[config.mk]
export PLATFORM = sky130hd
export DESIGN_NAME = revolver_game_ctrl
export DESIGN_NICKNAME = d
export VERILOG_FILES = /design/src/rtl/game_pkg.sv /design/src/rtl/game_lfsr.sv /design/src/rtl/revolver_game_ctrl.sv
export SDC_FILE = /design/constraint.sdc
export NUM_CORES = 1
export LEC_CHECK = 0
export ABC_CLOCK_PERIOD_IN_PS = 1920
export BUFFER_PORTS_ARGS = -buffer_cell sky130_fd_sc_hd__buf_2
export CAP_MARGIN = 0
export CORE_UTILIZATION = 52
export CTS_CLUSTER_DIAMETER = 100
export DETAILED_ROUTE_END_ITERATION = 10
export GPL_ROUTABILITY_DRIVEN = 0
export GPL_TIMING_DRIVEN = 0
export PLACE_DENSITY = 0.79
export SYNTH_ARGS = -nofsm -noshare
export SYNTH_HDL_FRONTEND = slang
export SYNTH_SLANG_ARGS = --single-unit
[constraint.sdc]
create_clock -name Clk -period 1.92 [get_ports Clk]
set_clock_uncertainty 0.2 [all_clocks]
set_input_delay 0.384 -clock Clk [delete_from_list [all_inputs] [get_ports Clk]]
set_output_delay 0.384 -clock Clk [all_outputs]
set_load 0.1 [all_outputs]
[src/rtl/game_pkg.sv]
// Shared definitions for the revolver game: colour-mapper scene codes,
// the sequencer state set and the cylinder LFSR seed.
package game_pkg;

    localparam logic [3:0] SCENE_MENU    = 4'hF;
    localparam logic [3:0] SCENE_IDLE    = 4'h0;
    localparam logic [3:0] SCENE_P1_TURN = 4'h2;
    localparam logic [3:0] SCENE_P2_TURN = 4'h1;
    localparam logic [3:0] SCENE_P1_DOWN = 4'h4;
    localparam logic [3:0] SCENE_P2_DOWN = 4'h5;

    typedef enum logic [2:0] {
        ST_MENU,
        ST_IDLE,
        ST_P1_TURN,
        ST_P2_TURN,
        ST_FIRE,
        ST_RECOIL,
        ST_P1_DOWN,
        ST_P2_DOWN
    } state_e;

    localparam logic [15:0] LFSR_SEED = 16'hACE1;

    // Fold a 3-bit random draw onto the cylinder.
    function automatic logic [2:0] draw_chamber(input logic [2:0] r, input int chambers);
        int v;
        v = int'(r);
        if (v >= chambers) v = v - chambers;
        return v[2:0];
    endfunction

endpackage

[src/rtl/game_lfsr.sv]
// Free-running 16-bit Fibonacci LFSR (taps 16,14,13,11) used to place
// the live round in the cylinder.
module game_lfsr
    import game_pkg::*;
(
    input  logic        Clk,
    input  logic        Reset_n,
    output logic [15:0] lfsr_o
);

    logic [15:0] lfsr_q;
    logic        feedback;

    assign feedback = lfsr_q[0] ^ lfsr_q[2] ^ lfsr_q[3] ^ lfsr_q[5];

    always_ff @(posedge Clk or negedge Reset_n) begin
        if (!Reset_n) lfsr_q <= LFSR_SEED;
        else          lfsr_q <= {feedback, lfsr_q[15:1]};
    end

    assign lfsr_o = lfsr_q;

endmodule

[src/rtl/revolver_game_ctrl.sv]
// Two-player revolver game sequencer driving color_mapper's scene, gun sprite
// and cylinder outputs. Define TURN_TIMEOUT_EN to auto-fire idle turns.
module revolver_game_ctrl
    import game_pkg::*;
#(
    parameter int CHAMBERS       = 6,
    parameter int IDLE_FRAMES    = 120,
    parameter int RECOIL_FRAMES  = 8,
    parameter int RECOIL_PX      = 6,
    parameter int DOWN_FRAMES    = 180,
    parameter int TIMEOUT_FRAMES = 600
) (
    input  logic       Clk,
    input  logic       Reset_n,
    input  logic       frame_tick,
    input  logic       start,
    input  logic       trigger_p1,
    input  logic       trigger_p2,
    output logic [3:0] cur_game_state,
    output logic       show_gun,
    output logic [9:0] gun_y_dis,
    output logic [2:0] chamber_idx,
    output logic [3:0] shots_fired
);

    localparam int MAX_A      = (IDLE_FRAMES > DOWN_FRAMES) ? IDLE_FRAMES : DOWN_FRAMES;
    localparam int MAX_B      = (RECOIL_FRAMES > TIMEOUT_FRAMES) ? RECOIL_FRAMES : TIMEOUT_FRAMES;
    localparam int MAX_FRAMES = (MAX_A > MAX_B) ? MAX_A : MAX_B;
    localparam int CNT_W      = $clog2(MAX_FRAMES + 1);

    logic [15:0]      lfsr;
    logic             unused_lfsr_hi;
    logic [2:0]       level, prev_q, rise_q;
    state_e           state_q, state_d;
    logic             shooter_q, shooter_d;
    logic [2:0]       live_q, live_d, chamber_q, chamber_d;
    logic [3:0]       shots_q, shots_d, scene_q, scene_d;
    logic             show_q, show_d;
    logic [9:0]       gun_y_q, gun_y_d;
    logic [CNT_W-1:0] cnt_q, cnt_d;
    logic             idle_done, recoil_done, down_done, timeout;

    game_lfsr u_lfsr (
        .Clk     (Clk),
        .Reset_n (Reset_n),
        .lfsr_o  (lfsr)
    );

    assign unused_lfsr_hi = ^lfsr[15:3];

    // Bit 0 start, bit 1 trigger_p1, bit 2 trigger_p2; rise pulses are registered.
    assign level = {trigger_p2, trigger_p1, start};

    assign idle_done   = frame_tick && (cnt_q == CNT_W'(IDLE_FRAMES - 1));
    assign recoil_done = frame_tick && (cnt_q == CNT_W'(RECOIL_FRAMES - 1));
    assign down_done   = frame_tick && (cnt_q == CNT_W'(DOWN_FRAMES - 1));
`ifdef TURN_TIMEOUT_EN
    assign timeout     = frame_tick && (cnt_q == CNT_W'(TIMEOUT_FRAMES - 1));
`else
    assign timeout     = 1'b0;
`endif

    always_comb begin
        state_d   = state_q;
        shooter_d = shooter_q;
        live_d    = live_q;
        chamber_d = chamber_q;
        shots_d   = shots_q;
        cnt_d     = frame_tick ? cnt_q + CNT_W'(1) : cnt_q;

        case (state_q)
            ST_MENU: if (rise_q[0]) begin
                state_d   = ST_IDLE;
                live_d    = draw_chamber(lfsr[2:0], CHAMBERS);
                chamber_d = '0;
                shots_d   = '0;
            end
            ST_IDLE: if (idle_done) state_d = ST_P1_TURN;
            ST_P1_TURN: if (rise_q[1] || timeout) begin
                state_d   = ST_FIRE;
                shooter_d = 1'b0;
            end
            ST_P2_TURN: if (rise_q[2] || timeout) begin
                state_d   = ST_FIRE;
                shooter_d = 1'b1;
            end
            ST_FIRE: begin
                if (chamber_q == live_q) begin
                    state_d = shooter_q ? ST_P2_DOWN : ST_P1_DOWN;
                end else begin
                    chamber_d = (chamber_q == 3'(CHAMBERS - 1)) ? 3'd0 : chamber_q + 3'd1;
                    shots_d   = (shots_q == 4'hF) ? shots_q : shots_q + 4'd1;
                    state_d   = ST_RECOIL;
                end
            end
            ST_RECOIL: if (recoil_done) state_d = shooter_q ? ST_P1_TURN : ST_P2_TURN;
            ST_P1_DOWN, ST_P2_DOWN: if (down_done) state_d = ST_MENU;
            default: state_d = ST_MENU;
        endcase

        // A tick on the entry cycle belongs to the state being left.
        if (state_d != state_q) cnt_d = '0;

        // FIRE and RECOIL keep showing the scene of the turn that fired.
        case (state_d)
            ST_MENU:    scene_d = SCENE_MENU;
            ST_IDLE:    scene_d = SCENE_IDLE;
            ST_P1_TURN: scene_d = SCENE_P1_TURN;
            ST_P2_TURN: scene_d = SCENE_P2_TURN;
            ST_P1_DOWN: scene_d = SCENE_P1_DOWN;
            ST_P2_DOWN: scene_d = SCENE_P2_DOWN;
            default:    scene_d = scene_q;
        endcase

        show_d  = (state_d == ST_P1_TURN) || (state_d == ST_P2_TURN) ||
                  (state_d == ST_FIRE)    || (state_d == ST_RECOIL);
        gun_y_d = (state_d == ST_RECOIL) ? 10'(RECOIL_PX) : 10'd0;
    end

    always_ff @(posedge Clk or negedge Reset_n) begin
        if (!Reset_n) begin
            prev_q    <= '0;
            rise_q    <= '0;
            state_q   <= ST_MENU;
            shooter_q <= 1'b0;
            live_q    <= '0;
            chamber_q <= '0;
            shots_q   <= '0;
            scene_q   <= SCENE_MENU;
            show_q    <= 1'b0;
            gun_y_q   <= '0;
            cnt_q     <= '0;
        end else begin
            prev_q    <= level;
            rise_q    <= level & ~prev_q;
            state_q   <= state_d;
            shooter_q <= shooter_d;
            live_q    <= live_d;
            chamber_q <= chamber_d;
            shots_q   <= shots_d;
            scene_q   <= scene_d;
            show_q    <= show_d;
            gun_y_q   <= gun_y_d;
            cnt_q     <= cnt_d;
        end
    end

    assign cur_game_state = scene_q;
    assign show_gun       = show_q;
    assign gun_y_dis      = gun_y_q;
    assign chamber_idx    = chamber_q;
    assign shots_fired    = shots_q;

endmodule

==> results of run 1 <==
cell usage in the layout (no fill, tap or decap), types with 2 or more instances in the layout:
cell / Yosys / final
nor4_1: 2 / 2
o211ai_1: 2 / 2
or3_1: 2 / 2
mux2i_1: 2 / 2
nor3_2: 0 / 2
o21ai_1: 3 / 2
dfstp_2: 12 / 12
inv_1: 5 / 5
xor2_2: 0 / 2
nor3_1: 6 / 4
nand3b_1: 5 / 5
xor2_1: 10 / 7
dlygate4sd3_1: 0 / 3
nand2b_1: 2 / 2
a21oi_1: 10 / 10
nor4b_4: 1 / 2
buf_2: 2 / 18
nand4_1: 6 / 6
dfrtp_1: 40 / 33
conb_1: 1 / 8
xnor2_1: 8 / 8
and3_1: 3 / 2
nor2_1: 21 / 21
nand3_1: 3 / 3
clkbuf_8: 0 / 5
o2bb2ai_1: 3 / 3
nor2b_1: 4 / 4
dfrtp_4: 0 / 3
buf_4: 11 / 20
nor4_4: 1 / 3
dfrtp_2: 0 / 4
o21ai_0: 4 / 4
nand2_1: 21 / 21
buf_6: 1 / 2
kinds of logic after synthesis:
| group | after synthesis |
|---|---|
| AND/OR/NAND/NOR | 88 |
| flip-flops | 52 |
| AO/OA/AOI/OAI | 38 |
| buffers and inverters | 20 |
| XOR/XNOR | 18 |
| adder cells (fa/ha/maj) | 2 |
| multiplexers | 2 |
| other | 1 |
where the power goes:
part / leakage, nW / internal [mW] / total (mW) / switching (mW)
logic: 0.699 / 0.555 / 1.36 / 0.806
clock network: 0.0485 / 0.261 / 0.626 / 0.364
registers: 0.633 / 1.22 / 1.35 / 0.132
flip-flops by register name (all words and copies together), names as in the netlist:
signal and count:
prev_q 3, shooter_q 1, show_gun 1, chamber_idx 3, cur_game_state 4, cnt_q 10
rise_q 3, state_q 3, u_lfsr.lfsr_o 16, gun_y_dis 1, shots_fired 4, live_q 3
per-stage QoR:
step | utilization | std cells | worst slack, ps | power (mW) | area [sq um]
2_1_floorplan | - | 228 | -163 | 2.26 | 2540
3_3_place_gp | 0.602 | 298 | -268 | 2.42 | 2690
3_5_place_dp | 0.602 | 298 | -315 | 2.46 | 2690
4_1_cts | 0.657 | 315 | -153 | 3.28 | 2940
5_1_grt | 0.674 | 319 | -227 | 3.52 | 3020
6_report | 0.674 | 319 | -153 | 3.34 | 3020
layer usage:
| layer | up-vias | wire length (um) |
|---|---|---|
| met2 | 68 | 2240 |
| met4 | 0 | 84 |
| met5 | - | 0 |
| li1 | 853 | - |
| met3 | 6 | 259 |
| met1 | 881 | 2240 |
worst paths after layout:
check | from | to | slack [ps] | cells past startpoint
setup / recovery | chamber_idx[1] | cnt_q[7] | -150 | 6
setup reg to reg | chamber_idx[1] | cnt_q[7] | -150 | 6
min in group Clk | u_lfsr.lfsr_o[4] | u_lfsr.lfsr_o[3] | 160 | 0
max in group asynchronous | Reset_n | chamber_idx[1] | 640 | 1
hold / removal | Reset_n | live_q[2] | 90 | 1
hold reg to reg | u_lfsr.lfsr_o[4] | u_lfsr.lfsr_o[3] | 160 | 0
cell type report:
| class | count | area [sq um] |
|---|---|---|
| fill | 321 | 1460 |
| sequential | 52 | 1330 |
| multi-input combinational | 156 | 1180 |
| timing repair buffer | 31 | 211 |
| buffer | 14 | 109 |
| clock buffer | 5 | 68.8 |
| tap | 52 | 65.1 |
| clock inverter | 3 | 22.5 |
| inverter | 6 | 22.5 |
worst max-delay path: stages (launching register included):
cell     delay (ps)
dfrtp_4         530
xor2_4          180
o41a_1          430
o211a_1         260
o32ai_4         150
buf_12          160
nor2_1           50
timing repair:
item / in CTS / in global routing
endpoints found under the hold margin: 3 / 0
setup endpoints to repair: 21 / 24
buffers inserted: 6 / 4
hold buffers: 3 / 0
gates resized for setup: 10 / 12
pin swaps: 8 / 7
==> impl_metrics.py, run 1 <==
metrics = {
    "status": {
        "status": "complete, but fails checks",
        "violations": "DRC, setup timing",
    },
    "global_route": {
        "antenna_found_initial": 0,
        "busiest_layer": "met2",
        "grt_pass1_vias": 1700,
        "use_met3": 0.0470,
        "grt_max_degree": 53,
        "grt_first_pass_wirelength_mm": 7.87,
        "use_met1": 0.274,
        "met2_usage": 0.334,
        "gr-total-overflow": 0,
        "track_usage": 0.207,
    },
    "synthesis": {
        "yosysSeqAreaShare": 0.530,
        "synthCells": 221,
        "yosys.area.top_type_share": 0.403,
        "synth_compound_area_frac": 0.123,
        "yosys-top-cells-count": "dfrtp_1, nand2_1, nor2_1, dfstp_2, buf_4",
        "synthMostInstantiatedCell": "dfrtp_1",
        "synth_area_leaders": "dfrtp_1, dfstp_2, xor2_1",
        "synthAdderAreaFrac": 0.0101,
        "synth.largest_area_cell": "dfrtp_1",
        "synth_cell_types": 55,
        "synth_mux_area_frac": 0.00806,
        "synthSimpleGateAreaFrac": 0.213,
        "syn_avg_cell_area_sq_um": 11.2,
        "synthXorXnorAreaFrac": 0.0635,
        "synth_top_family_by_area": "simple AND/OR/NAND/NOR gates",
        "ys.flop_type": "dfrtp_1",
        "syn_area_sq_mm": 0.00248,
        "ys_warn_count": 0,
        "synth-seq-cells": 52,
        "synth-async-reset-ratio": 1.00,
        "synth_edf_count": 0,
    },
    "placement": {
        "numPortBuffers": 18,
        "hpwlAfterDp_mm": 3.10,
    },
    "min_path": {
        "hp-class": "in2async",
    },
    "timing": {
        "hold_viol_final": 0,
        "fin_crit_sh": 1.08,
        "slew_violations": 0,
        "clock.fmax_mhz": 482,
        "period_minus_slack_ps": 2070,
        "holdWs_ps": 87.8,
        "fin_setup_tns_ps": -1710,
        "finalSetupViolCount": 15,
        "finalWorstSetupSlack_ps": -153,
        "tightest_slew_ps": 1110,
        "rsz0062_at_grt": "yes",
        "max-slew-margin-rel": 0.260,
    },
    "worst_setup_path": {
        "cp.required_ps": 1920,
        "worstSetupPathType": "reg2reg",
        "cp-end-kind": "flop",
        "cp_max_fo": 10,
        "arrival_ps": 2080,
        "cp-start-kind": "flop",
    },
    "clock_tree": {
        "root_buffer": "clkbuf_8",
        "htree_levels": 2,
        "clk_latency_ps": 310,
        "clkTransAtPathRegs_ps": 100,
        "cts_sinks": 52,
        "clk_path_buf_depth": 2,
        "tritoncts": "yes",
        "cts_inserted_buffers": 5,
    },
    "routing": {
        "first_pass_iters": 10,
        "drc": 4,
        "post_drt_wl_per_cell_um": 15.1,
        "viasPerCell": 5.67,
        "drt_iter0_drc": 114,
        "vias": 1808,
        "final_antenna_net_count": 0,
        "drt-total-wl_mm": 4.82,
    },
    "pwr": {
        "peakVddDrop_mv": 1.02,
        "p_per_area_mw_per_mm2": 1110,
        "leakagePower_nw": 1.38,
    },
    "floorplan": {
        "die_x_um": 71.1,
        "initial_core_util": 0.555,
        "die-area_sq_mm": 0.00506,
        "ios": 28,
        "die_h_um": 71.1,
        "core_sq_mm": 0.00447,
        "rows": 24,
    },
    "final_layout": {
        "antenna_cells": 0,
        "final_nets": 274,
        "area_delta_synth_final_pct": 21.5,
        "drive_above_1_share": 0.356,
    },
    "run": {
        "cap_violations": 0,
    },
}
Note: power is estimated with default switching activity, not from simulation.
==> run 2: changes to the inputs <==
- CORE_UTILIZATION: 52 -> 54
- CTS_BUF_LIST: default -> sky130_fd_sc_hd__clkbuf_4
- PLACE_DENSITY: 0.79 -> 0.81
==> run 2 against run 1 <==
The flow finishes with violations (hold timing, setup timing). Non-clock buffer count is 7 higher. Die area is 3.6% lower. Utilization is 4.9 points higher. Worst setup slack worse by 5.5 ps. Via count is 2.9% higher. Register-to-register slack hardly changed. Critical path type unchanged. Largest cell class unchanged. Largest power group unchanged.
==> impl_metrics.py, run 2 (synthesis results as in run 1) <==
metrics = {
    "worst_setup_path": {
        "cp-start-kind": "flop",
        "cp.required_ps": 2000,
        "reg2reg_to": "gun_y_dis[1]",
        "worstSetupPathType": "reg2reg",
        "r2r_cells": 6,
        "arrival_ps": 2160,
        "cp-end-kind": "flop",
        "reg2reg_slack_ps": -160,
        "cp_max_fo": 5,
        "timing.rr.start": "cnt_q[0]",
        "critPathLaunch": "cnt_q[0]",
    },
    "placement": {
        "numPortBuffers": 18,
        "placed_cells": 298,
        "hpwlAfterDp_mm": 3.13,
        "place_ws_ps": -231,
    },
    "pwr": {
        "power_switching_mw": 1.43,
        "pwr-share-clk": 0.145,
        "cellInternalPower_mw": 2.10,
        "pwr-share-comb": 0.470,
        "p_per_area_mw_per_mm2": 1110,
        "leakagePower_nw": 1.43,
        "p_sw_frac": 0.405,
        "peakVddDrop_mv": 0.779,
        "seqPwrFrac": 0.385,
    },
    "floorplan": {
        "die_x_um": 69.8,
        "die-area_sq_mm": 0.00487,
        "die_h_um": 69.8,
        "ios": 28,
        "core_sq_mm": 0.00438,
        "rows": 24,
        "initial_core_util": 0.566,
    },
    "final_layout": {
        "antenna_cells": 0,
        "layout_commonest_cell": "dfrtp_1",
        "largest_reg_flops": 16,
        "mostFrequentLayoutCells": "dfrtp_1, buf_4, nand2_1, nor2_1, buf_2",
        "final_nets": 281,
        "drive_above_1_share": 0.412,
        "layout.cells.non_filler": 326,
        "area_delta_synth_final_pct": 27.6,
    },
    "global_route": {
        "grt_max_degree": 53,
        "grt_pass1_vias": 1700,
        "antenna_found_initial": 0,
        "track_usage": 0.215,
        "grt_first_pass_wirelength_mm": 8.15,
        "gr-total-overflow": 0,
    },
    "routing": {
        "post_drt_wl_per_cell_um": 16.8,
        "final_antenna_net_count": 0,
        "drt_iter0_drc": 140,
        "viasPerCell": 5.71,
        "vias": 1861,
        "drt-total-wl_mm": 5.46,
        "first_pass_iters": 4,
        "drc": 0,
    },
    "min_path": {
        "hp-class": "in2async",
    },
    "timing": {
        "finalWorstSetupSlack_ps": -158,
        "tightest_slew_ps": 1100,
        "holdWs_ps": -12.0,
        "fin_setup_tns_ps": -2310,
        "period_minus_slack_ps": 2080,
        "max-slew-margin-rel": 0.270,
        "clock.fmax_mhz": 481,
        "slew_violations": 0,
        "fin_crit_sh": 1.08,
        "rsz0062_at_grt": "yes",
        "finalSetupViolCount": 18,
        "hold_viol_final": 12,
    },
    "status": {
        "status": "complete, but fails checks",
        "violations": "hold timing, setup timing",
    },
    "clock_tree": {
        "cts_sinks": 52,
        "clk_latency_ps": 390,
        "root_buffer": "clkbuf_4",
        "clkTransAtPathRegs_ps": 160,
        "cts_inserted_buffers": 5,
        "htree_levels": 2,
        "tritoncts": "yes",
        "clk_path_buf_depth": 2,
    },
    "run": {
        "cap_violations": 0,
    },
}
==> run 2: cell types whose count changed in the layout (fill, tap and decap cells not counted), moves of 2 or more <==
| cell | delta |
|---|---|
| clkbuf_8 | -5 |
| buf_2 | -4 |
| clkbuf_4 | +6 |
| dfrtp_2 | +2 |
| o21ai_0 | -2 |
| buf_4 | +8 |
| dfrtp_1 | -2 |
==> run 2: power groups by stage <==
stage          clock network [mW]  registers (mW)  logic [mW]
2_1_floorplan                   0            1.45       0.805
3_3_place_gp                    0            1.34        1.08
3_5_place_dp                    0            1.35        1.12
4_1_cts                     0.521            1.34        1.42
5_1_grt                     0.557            1.37        1.77
6_report                    0.510            1.36        1.66
==> run 2: metrics by stage <==
stage	util	power, mW	area [sq um]
4_1_cts	0.687	3.28	3010
5_1_grt	0.723	3.69	3170
3_3_place_gp	0.614	2.43	2690
6_report	0.723	3.52	3170
3_5_place_dp	0.614	2.47	2690
2_1_floorplan	-	2.26	2540
==> run 2: layout make-up <==
cell class | instances | area (sq um)
sequential | 52 | 1340
multi-input combinational | 156 | 1280
clock inverter | 3 | 25.0
inverter | 6 | 25.0
timing repair buffer | 38 | 293
clock buffer | 5 | 37.5
buffer | 14 | 106
fill | 286 | 1210
tap | 52 | 65.1
==> run 2: worst max-delay path by stage <==
stage	endpoint	slack, ps	depth (start not counted)
6_report	gun_y_dis[1]	-160	6
5_1_grt	gun_y_dis[1]	-230	6
4_1_cts	cnt_q[7]	-110	6
3_5_place_dp	gun_y_dis[1]	-230	6
3_3_place_gp	gun_y_dis[1]	-250	6
2_1_floorplan	cnt_q[0]	-160	5
==> run 2: critical path, cell delays in order (launching register included) <==
cell      delay, ps
dfrtp_1         450
ha_4            190
and4b_4         230
a311oi_4        300
o21ai_1         130
and3_4          210
nor4_4          290
==> run 2: repair_timing <==
item	in CTS	in global routing
resized for setup	31	13
endpoints found under the hold margin	3	0
pin swaps	11	12
hold buffers	3	0
setup buffers	7	10
setup endpoints to repair	22	24
==> run 2: per-layer routing <==
metal | global-route usage | vias to the layer above | part of all wire
met3 | 0.0436 | 9 | 0.047
met2 | 0.334 | 63 | 0.48
met5 | 0 | - | 0
met4 | 0.0578 | 0 | 0.019
li1 | - | 874 | -
met1 | 0.310 | 915 | 0.45
==> run 3: changes to the inputs <==
==> constraint.sdc (replaced) <==
create_clock -name Clk -period 1.92 [get_ports Clk]
set_clock_uncertainty 0.2 [all_clocks]
set_input_delay 0 -clock Clk [delete_from_list [all_inputs] [get_ports Clk]]
set_output_delay 0 -clock Clk [all_outputs]
set_load 0.1 [all_outputs]
==> run 3 against run 2 <==
The run ends with setup timing left. Clock power fell by 2%. Register-to-register slack worse by 50 ps. Critical path depth grew 1. First-iteration DRC count rose by 12%. Cell area rose by 0.51%. Global-route usage up 0.063 points. Die area stayed put. Worst setup slack got worse by 48 ps. Cell count grew 0.92%. Utilization increased by 0.37 points. Largest cell class unchanged.
==> impl_metrics.py, run 3 (synthesis results as in run 1) <==
metrics = {
    "floorplan": {
        "ios": 28,
        "die_h_um": 69.8,
        "core_sq_mm": 0.00438,
        "die-area_sq_mm": 0.00487,
        "initial_core_util": 0.566,
        "rows": 24,
        "die_x_um": 69.8,
    },
    "placement": {
        "hpwlAfterDp_mm": 3.13,
        "placed_area_sq_mm": 0.00269,
        "numPortBuffers": 18,
        "place_ws_ps": -231,
    },
    "final_layout": {
        "largest_reg_flops": 16,
        "fin_area_sq_mm": 0.00319,
        "antenna_cells": 0,
        "multi_input_comb_area_sq_mm": 0.00129,
        "mostFrequentLayoutCells": "dfrtp_1, buf_4, nand2_1",
        "layout_commonest_cell": "dfrtp_1",
        "regArea_sq_mm": 0.00134,
        "drive_above_1_share": 0.422,
        "area_delta_synth_final_pct": 28.3,
        "final_nets": 284,
        "fillCellCount": 285,
        "final_util": 0.727,
    },
    "routing": {
        "final_antenna_net_count": 0,
        "vias": 1891,
        "viasPerCell": 5.75,
        "drt_iter0_drc": 157,
        "post_drt_wl_per_cell_um": 16.7,
        "first_pass_iters": 4,
        "drt-total-wl_mm": 5.51,
        "drc": 0,
    },
    "timing": {
        "tightest_slew_ps": 1090,
        "fin_crit_sh": 1.11,
        "max-slew-margin-rel": 0.273,
        "rsz0062_at_grt": "yes",
        "period_minus_slack_ps": 2130,
        "finalWorstSetupSlack_ps": -206,
        "clock.fmax_mhz": 470,
        "hold_viol_final": 0,
        "slew_violations": 0,
        "finalSetupViolCount": 18,
    },
    "pwr": {
        "peakVddDrop_mv": 0.756,
        "cellInternalPower_mw": 2.09,
        "pwr-share-comb": 0.471,
        "power_switching_mw": 1.41,
        "pwr-share-clk": 0.143,
        "leakagePower_nw": 1.44,
        "p_sw_frac": 0.403,
        "seqPwrFrac": 0.386,
        "p_per_area_mw_per_mm2": 1100,
    },
    "worst_setup_path": {
        "arrival_ps": 2200,
        "worstSetupPathType": "reg2reg",
        "cp.required_ps": 1990,
        "cp_max_fo": 6,
        "cp-end-kind": "flop",
        "cp-start-kind": "flop",
    },
    "clock_tree": {
        "root_buffer": "clkbuf_4",
        "htree_levels": 2,
        "tritoncts": "yes",
        "cts_inserted_buffers": 5,
        "cts_sinks": 52,
        "clkTransAtPathRegs_ps": 140,
        "clk_latency_ps": 370,
        "clk_path_buf_depth": 2,
    },
    "status": {
        "status": "complete, but fails checks",
        "violations": "setup timing",
    },
    "global_route": {
        "grt_max_degree": 53,
        "grt_pass1_vias": 1699,
        "gr-total-overflow": 0,
        "antenna_found_initial": 0,
        "track_usage": 0.216,
        "grt_first_pass_wirelength_mm": 8.16,
    },
    "run": {
        "cap_violations": 0,
    },
    "min_path": {
        "hp-class": "in2reg",
    },
}
==> run 3: cell types whose count changed in the layout (fill, tap and decap cells not counted), moves of 2 or more <==
cell | previous run | this run
buf_2 | 14 | 19
buf_4 | 28 | 25
dlygate4sd3_1 | 3 | 5
nor2_1 | 20 | 18
nor2_2 | 1 | 3
==> run 3: critical path, cell delays in order (launching register included) <==
cell and delay [ps]:
dfrtp_1 440, ha_4 180, and4b_4 220, a311oi_4 380, nor4_4 90, buf_6 150, buf_6 110, nor4_4 250
==> run 3: final timing paths <==
kind,startpoint,endpoint,cells after the start,slack [ps]
max,cnt_q[1],gun_y_dis[1],7,-210
max in group asynchronous,Reset_n,chamber_idx[2],2,580
min in group asynchronous,Reset_n,cnt_q[0],2,160
max reg2reg,cnt_q[1],gun_y_dis[1],7,-210
min,trigger_p2,prev_q[2],2,70
min reg2reg,u_lfsr.lfsr_o[6],u_lfsr.lfsr_o[5],0,170
==> run 3: final cells by class <==
class / instances / share of cell area
multi-input combinational: 156 / 0.406
sequential: 52 / 0.419
inverter: 6 / 0.00786
clock inverter: 3 / 0.00786
buffer: 14 / 0.0334
timing repair buffer: 41 / 0.0939
tap: 52 / 0.0204
clock buffer: 5 / 0.0118
==> run 3: what timing repair did <==
action                                  4_1_cts  5_1_grt
endpoints found under the hold margin        52        0
hold buffers                                  5        0
buffers inserted                              7       12
endpoints found under the setup margin       18       24
resized for setup                            26       18
pin swaps                                    11       11
==> run 3: metrics by stage <==
step,TNS (ps),hold slack [ps],power [mW],instances
global route,-3760,62.7,3.68,329
global placement,-2180,-79.2,2.43,298
finish,-2270,74.3,3.51,329
detailed placement,-2670,-76.7,2.47,298
CTS,-1240,54.5,3.27,318
floorplan,-1900,-496,2.26,228
==> run 3: routing by layer <==
layer  part of all wire  vias to the layer above  global-route usage  wire [um]
met2               0.47                       89               0.331       2570
met1               0.44                      899               0.315       2430
met5                  0                        -                   0          0
met3              0.060                       24              0.0436        328
met4              0.032                        0              0.0578        176
li1                   -                      879                   -          -
==> run 3: power by group through the flow <==
stage                     sequential (mW)  clock, mW  combinational (mW)
after floorplan                      1.45          0               0.805
after global placement               1.34          0                1.08
after detailed placement             1.35          0                1.12
after CTS                            1.34      0.521                1.41
after global routing                 1.37      0.552                1.75
final                                1.35      0.501                1.65
